<file path="src/rtl/hilo_pkg.sv">
// Shared definitions for the HI/LO multiply/divide unit: default widths,
// instruction op encodings and the control FSM state type.
package hilo_pkg;

    localparam int DATA_W_DEF = 32;
    localparam int CNT_W_DEF  = 6;

    localparam logic [2:0] OP_MULT  = 3'b000;
    localparam logic [2:0] OP_MULTU = 3'b001;
    localparam logic [2:0] OP_DIV   = 3'b010;
    localparam logic [2:0] OP_DIVU  = 3'b011;
    localparam logic [2:0] OP_MTHI  = 3'b100;
    localparam logic [2:0] OP_MTLO  = 3'b101;

    typedef enum logic [1:0] {
        IDLE = 2'd0,
        RUN  = 2'd1,
        FIN  = 2'd2
    } state_t;

endpackage

</file>
<file path="src/rtl/hilo_iter_core.sv">
// Single radix-2 step of the iterative multiplier/divider. Purely
// combinational: the caller owns the accumulator register.
//
// Multiply: acc = {partial_hi, multiplier_remaining}. Add the multiplicand
//   to the upper half when the current multiplier bit is set, then shift the
//   whole (DATA_W+1)-bit-carry result right by one.
// Divide (restoring): acc = {remainder, dividend_remaining/quotient}. Shift
//   left by one, try subtracting the divisor from the upper DATA_W+1 bits and
//   keep the difference (quotient bit 1) only when it does not go negative.
// After DATA_W steps the upper half holds product-high / remainder and the
// lower half holds product-low / quotient.
module hilo_iter_core #(
    parameter int DATA_W = 32
) (
    input  logic                  mode_div,
    input  logic [2*DATA_W-1:0]   acc,
    input  logic [DATA_W-1:0]     operand,
    output logic [2*DATA_W-1:0]   acc_next
);

    logic [DATA_W:0]   mul_sum;
    logic [DATA_W:0]   div_top;
    logic              div_fits;
    logic [DATA_W-1:0] div_rem;

    // One shift-add or shift-subtract step selected by mode
    always_comb begin
        mul_sum  = {1'b0, acc[2*DATA_W-1:DATA_W]}
                 + ({1'b0, operand} & {(DATA_W+1){acc[0]}});

        // Upper DATA_W+1 bits of the accumulator after the left shift
        div_top  = acc[2*DATA_W-1:DATA_W-1];
        div_fits = (div_top >= {1'b0, operand});
        // Difference is below the divisor when it fits, so DATA_W bits suffice
        div_rem  = div_top[DATA_W-1:0] - operand;

        if (mode_div) begin
            if (div_fits) begin
                acc_next = {div_rem, acc[DATA_W-2:0], 1'b1};
            end else begin
                acc_next = {acc[2*DATA_W-2:0], 1'b0};
            end
        end else begin
            acc_next = {mul_sum, acc[DATA_W-1:1]};
        end
    end

endmodule

</file>
<file path="src/rtl/hilo_muldiv_unit.sv">
// Iterative MIPS multiply/divide unit with the architectural HI/LO
// registers. Operands are reduced to magnitudes on accept, iterated one bit
// per cycle by hilo_iter_core, and sign-corrected on the final edge.
module hilo_muldiv_unit
    import hilo_pkg::*;
#(
    parameter int DATA_W = DATA_W_DEF,
    parameter int CNT_W  = CNT_W_DEF
) (
    input  logic              Clk,
    input  logic              Rst,
    input  logic              Start,
    input  logic [2:0]        Op,
    input  logic [DATA_W-1:0] Rs,
    input  logic [DATA_W-1:0] Rt,
    input  logic              Flush,
    output logic              Busy,
    output logic              Done,
    output logic [DATA_W-1:0] Hi,
    output logic [DATA_W-1:0] Lo
);

    localparam logic [CNT_W-1:0] LAST_ITER = CNT_W'(DATA_W - 1);

    // Two's-complement negate (also correct for the most negative value)
    function automatic logic [DATA_W-1:0] neg_w(input logic [DATA_W-1:0] v);
        return -v;
    endfunction

    function automatic logic [2*DATA_W-1:0] neg_2w(input logic [2*DATA_W-1:0] v);
        return -v;
    endfunction

    // Magnitude of a signed operand; the most negative value maps to its
    // unsigned magnitude 2^(DATA_W-1)
    function automatic logic [DATA_W-1:0] abs_w(input logic signed [DATA_W-1:0] v);
        logic [DATA_W-1:0] u;
        u = v;
        return u[DATA_W-1] ? -u : u;
    endfunction

    state_t              state;
    state_t              state_next;
    logic [CNT_W-1:0]    cnt;

    logic                op_div;
    logic                neg_main;
    logic                neg_rem;
    logic                dbz;
    logic [2*DATA_W-1:0] acc;
    logic [2*DATA_W-1:0] acc_next;
    logic [DATA_W-1:0]   operand;
    logic [DATA_W-1:0]   rs_raw;

    logic                accept;
    logic                accept_md;
    logic                is_md_op;
    logic                is_div_op;
    logic                is_signed_op;
    logic                rt_zero;
    logic [DATA_W-1:0]   mag_a;
    logic [DATA_W-1:0]   mag_b;

    logic [2*DATA_W-1:0] product;
    logic [DATA_W-1:0]   quot;
    logic [DATA_W-1:0]   rem;
    logic [DATA_W-1:0]   res_hi;
    logic [DATA_W-1:0]   res_lo;

    // Op decode; Op[2]=0 selects mul/div, Op[1] divide, Op[0] unsigned
    assign is_md_op     = ~Op[2];
    assign is_div_op    = Op[1];
    assign is_signed_op = ~Op[0];
    assign rt_zero      = (Rt == '0);

    // Flush suppresses any acceptance, including MTHI/MTLO
    assign accept    = (state == IDLE) && Start && !Flush;
    assign accept_md = accept && is_md_op;

    assign mag_a = is_signed_op ? abs_w(Rs) : Rs;
    assign mag_b = is_signed_op ? abs_w(Rt) : Rt;

    assign Busy = (state != IDLE);

    hilo_iter_core #(
        .DATA_W (DATA_W)
    ) u_core (
        .mode_div (op_div),
        .acc      (acc),
        .operand  (operand),
        .acc_next (acc_next)
    );

    // State register
    always_ff @(posedge Clk or posedge Rst) begin
        if (Rst) begin
            state <= IDLE;
        end else begin
            state <= state_next;
        end
    end

    // Next-state logic
    always_comb begin
        state_next = state;
        case (state)
            IDLE: begin
                if (accept_md) begin
                    state_next = (is_div_op && rt_zero) ? FIN : RUN;
                end
            end
            RUN: begin
                if (Flush) begin
                    state_next = IDLE;
                end else if (cnt == LAST_ITER) begin
                    state_next = FIN;
                end
            end
            FIN: begin
                state_next = IDLE;
            end
            default: begin
                state_next = IDLE;
            end
        endcase
    end

    // Iteration counter: cleared on accept, advanced once per RUN edge
    always_ff @(posedge Clk or posedge Rst) begin
        if (Rst) begin
            cnt <= '0;
        end else if (accept_md) begin
            cnt <= '0;
        end else if (state == RUN) begin
            cnt <= cnt + CNT_W'(1);
        end
    end

    // Operand latch and accumulator update; data path carries no reset
    always_ff @(posedge Clk) begin
        if (accept_md) begin
            op_div   <= is_div_op;
            acc      <= {{DATA_W{1'b0}}, mag_a};
            operand  <= mag_b;
            rs_raw   <= Rs;
            dbz      <= is_div_op && rt_zero;
            neg_main <= is_signed_op && (Rs[DATA_W-1] ^ Rt[DATA_W-1]);
            neg_rem  <= is_signed_op && is_div_op && Rs[DATA_W-1];
        end else if (state == RUN) begin
            acc <= acc_next;
        end
    end

    // Sign correction and HI/LO selection for the final write
    always_comb begin
        product = neg_main ? neg_2w(acc) : acc;
        quot    = neg_main ? neg_w(acc[DATA_W-1:0]) : acc[DATA_W-1:0];
        rem     = neg_rem ? neg_w(acc[2*DATA_W-1:DATA_W]) : acc[2*DATA_W-1:DATA_W];
        res_hi  = product[2*DATA_W-1:DATA_W];
        res_lo  = product[DATA_W-1:0];
        if (dbz) begin
            res_hi = rs_raw;
            res_lo = '1;
        end else if (op_div) begin
            res_hi = rem;
            res_lo = quot;
        end
    end

    // Architectural HI/LO: MT* writes in IDLE, mul/div writes on the FIN edge
    always_ff @(posedge Clk or posedge Rst) begin
        if (Rst) begin
            Hi <= '0;
            Lo <= '0;
        end else if (accept && (Op == OP_MTHI)) begin
            Hi <= Rs;
        end else if (accept && (Op == OP_MTLO)) begin
            Lo <= Rs;
        end else if ((state == FIN) && !Flush) begin
            Hi <= res_hi;
            Lo <= res_lo;
        end
    end

    // Completion pulse in the cycle after a non-flushed FIN edge
    always_ff @(posedge Clk or posedge Rst) begin
        if (Rst) begin
            Done <= 1'b0;
        end else begin
            Done <= (state == FIN) && !Flush;
        end
    end

endmodule
</file>
<file path="config.mk">
export PLATFORM = sky130hd
export DESIGN_NAME = hilo_muldiv_unit
export DESIGN_NICKNAME = d
export VERILOG_FILES = /design/src/rtl/hilo_pkg.sv /design/src/rtl/hilo_iter_core.sv /design/src/rtl/hilo_muldiv_unit.sv
export SDC_FILE = /design/constraint.sdc
export NUM_CORES = 1
export LEC_CHECK = 0
export CORE_AREA = 2 2 173 175
export CTS_CLUSTER_DIAMETER = 200
export DETAILED_ROUTE_END_ITERATION = 7
export DIE_AREA = 0 0 175 177
export PLACE_DENSITY = 0.85
export SYNTH_ARGS = -nofsm -noshare
export SYNTH_HDL_FRONTEND = slang
export SYNTH_SLANG_ARGS = --single-unit
</file>
<file path="constraint.sdc">
create_clock -name Clk -period 3.8 [get_ports Clk]
set_input_delay 0.57 -clock Clk [delete_from_list [all_inputs] [get_ports Clk]]
set_output_delay 0.57 -clock Clk [all_outputs]
set_load 0.01 [all_outputs]
</file>
==> flow_summary_export.csv <==
group,metric,value,unit
outcome,status,"completed",
floorplanning,die_x,175,µm
routing,post_drt_via_cell_ratio,6.370,
floorplanning,design.die.area,0.03098,mm²
power,vdd_ir_drop_max,0.0003481,V
grt,maximum_number_of_pins_on_one_net_before_global_route_repair,138,
logic_synthesis,largest_family_of_logic_cells_by_synthesized_area,"compound AO/OA/AOI/OAI gates",
floorplanning,row_count,63,
finish,multiInputGateArea,0.009425,mm²
floorplanning,ioPinCount,137,
clocking,cts_sinks,205,
worst_setup_path,start_kind,"flip-flop",
logic_synthesis,muxShareOfSynthArea,0.03604,
grt,grt_util_all_layers,0.3195,
placement,routabilityCongestion,1.044,
logic_synthesis,synthTopCellsByCount,"nand2_1, o21ai_0, a21oi_1",
finish,synthToLayoutAreaGrowth,19.65,%
finish,antennaDiodeCount,0,
min_path,hp-class,"input port to async pin",
floorplanning,dieHeight,177,µm
sta,maxSlewViolCount,0,
sta,hold_viol,0,
logic_synthesis,post_synth_instance_area,0.01555,mm²
sta,rsz_0062_raised_after_global_routing,"no",
logic_synthesis,syn_nets,1994,
worst_setup_path,endpoint_kind,"flip-flop",
sta,fin_crit_sh,0.9479,
clocking,cts_inserted_buffers,24,
routing,avgRoutedWirePerCell,21.06,µm
logic_synthesis,yosysMostFrequentCell,"nand2_1",
grt,grt_first_pass_wirelength,78790,µm
clocking,cts.clk_slew.worst_paths,0.06,ns
placement,numPortBuffers,136,
sta,slew_headroom,0.1394,
logic_synthesis,complex_gate_fraction_of_the_synthesized_area,0.2330,
worst_setup_path,data_required_critical_path,4.24,ns
sta,fmaxAchievable,0.2776,GHz
clocking,clock_latency_of_the_later_clocked_register_in_the_worst_skew_pair,0.55,ns
grt,first_global_vias,14570,
sta,post-route-min-period,3.602,ns
worst_setup_path,crit_path_max_fanout,6,
logic_synthesis,seq_area_frac_synth,0.3517,
logic_synthesis,synth_seq_cells,205,
finish,sequential_cell_area,0.005470,mm²
power,power.density,603.2,mW/mm²
grt,grt_overflow,0,
placement,dp_hpwl,37750,µm
clocking,clock_tree.buffer_depth,3,
power,leakage,0.007479,µW
logic_synthesis,synth_simple_gate_area_frac,0.1878,
worst_setup_path,worst_path_class_setup,"flip-flop to flip-flop",
floorplanning,initial_core_util,0.5319,
logic_synthesis,synth_enable_flop_cells,100,
logic_synthesis,post-synth-top-area-cell,"edfxtp_1",
logic_synthesis,synth.lib_cells_used.distinct,81,
power,p_total,11230,µW
logic_synthesis,postSynth.topFlopCell,"edfxtp_1",
clocking,cts_htree_levels,1,
sta,holdWs,0.4927,ns
sta,layout_skew,0.02542,ns
routing,drtPass1Iterations,8,
routing,detail_route.drc_violations,0,
worst_setup_path,arrival,4.04,ns
grt,grt_antenna_before_repair,0,
logic_synthesis,postSynthAreaPerCell,8.399,µm²
routing,vias,15380,
logic_synthesis,yosys-top-cells-area,"edfxtp_1, dfrtp_1, ha_1",
logic_synthesis,synth-adder-area-share,0.05808,
finish,layout.nets,2149,
routing,drt-initial-drc-count,1628,
routing,final_antenna_net_count,0,
logic_synthesis,synth-xor-area-share,0.08953,
clocking,clock_tree.root_cell,"clkbuf_16",
routing,totalWireLength,50850,µm
job,drv.max_cap_violation_count,0,
finish,filler_cell_count,2479,
floorplanning,core_region_area,0.02924,mm²
logic_synthesis,ys.warnings.count,0,
clocking,cts_tree,"yes",
sta,finalSetupTns,0,ns
logic_synthesis,syn_inst,1852,
logic_synthesis,ys_async_sr_fraction,0.3561,
finish,layout-drive-gt1-share,0.08449,
logic_synthesis,netlist.area_leader.share,0.1931,
sta,worst_pin_slew,1.286,ns
sta,setup_viol_count_final,0,
[layout make-up]
| class | instances | area share |
|---|---|---|
| flip-flops and latches | 205 | 0.2939 |
| inverters | 75 | 0.01526 |
| clock inverters | 11 | 0.006252 |
| well taps | 390 | 0.02622 |
| multi-input cells | 1468 | 0.5064 |
| clock buffers | 32 | 0.03832 |
| repair buffers | 233 | 0.1136 |
[through the flow]
step,util,cells,setup slack [ns],instance area [µm²]
after floorplan,-,1852,0.4405,15560
after global placement,0.6071,2369,0.2096,17750
after detailed placement,0.6071,2369,0.1173,17750
after CTS,0.6355,2412,0.1036,18580
after global routing,0.6364,2414,0.03947,18610
final,0.6364,2414,0.1981,18610
[power by group]
part / leakage (µW) / internal [µW] / switching [µW]
Clock: 0.000406 / 1450 / 1000
Combinational: 0.00496 / 2400 / 3210
Sequential: 0.00212 / 2750 / 400
[cell usage in the layout, fill, tap and decap left out, types with 72 or more instances in the layout]
| cell type | Yosys | final |
|---|---|---|
| xnor2_1 | 95 | 95 |
| edfxtp_1 | 100 | 100 |
| nor2_1 | 153 | 151 |
| inv_1 | 74 | 72 |
| dfrtp_1 | 73 | 73 |
| o21ai_0 | 168 | 168 |
| clkdlybuf4s50_1 | 0 | 136 |
| nand2_1 | 180 | 180 |
| buf_4 | 1 | 95 |
| a21oi_1 | 167 | 167 |
[sequential cells by signal, indices dropped and copies added, names as in the netlist]
name      count
neg_main      1
op_div        1
Lo           32
state         2
Done          1
operand      32
cnt           6
acc          64
Hi           32
dbz           1
rs_raw       32
neg_rem       1
[routing by layer]
metal	up-vias	part of all wire	track usage
met2	891	0.47	0.5323
met5	-	0	0
met4	0	0.041	0.1347
met1	7202	0.40	0.4138
met3	151	0.094	0.05155
li1	7134	-	-
[cells by family (layout without fill, tap and decap cells)]
kind of cell	Yosys count	count (layout)
AND/OR/NAND/NOR	599	599
adder cells (fa/ha/maj)	71	71
buffers and inverters	179	351
multiplexers	55	55
AO/OA/AOI/OAI	584	584
flip-flops	205	205
XOR/XNOR	159	159
[worst paths after layout]
kind | endpoint | start | depth (start not counted) | slack, ns
worst max-delay path | Hi[30] | acc[0] | 11 | 0.20
max in group asynchronous | Hi[0] | Rst | 3 | 2.47
worst min-delay path | Lo[23] | Rst | 2 | 0.49
min in group Clk | Hi[17] | rs_raw[17] | 2 | 0.52
worst max register to register | Hi[30] | acc[0] | 11 | 0.20
worst min register to register | Hi[17] | rs_raw[17] | 2 | 0.52
[critical path, stage by stage (launching register included)]
cell      delay [ns]
edfxtp_1        0.48
inv_1           0.23
ha_1            0.21
or4b_2          0.65
or3_1           0.47
or3_4           0.49
o21ai_4         0.25
buf_4           0.18
nand2_1         0.07
xor2_1          0.14
mux2i_1         0.09
a221oi_1        0.26
[timing repair]
action | 4_1_cts | 5_1_grt
resized for setup | 0 | 2
setup endpoints to repair | 0 | 3
hold buffers | 0 | 0
buffers inserted | 0 | 2
(Power assumes the default switching activity.)
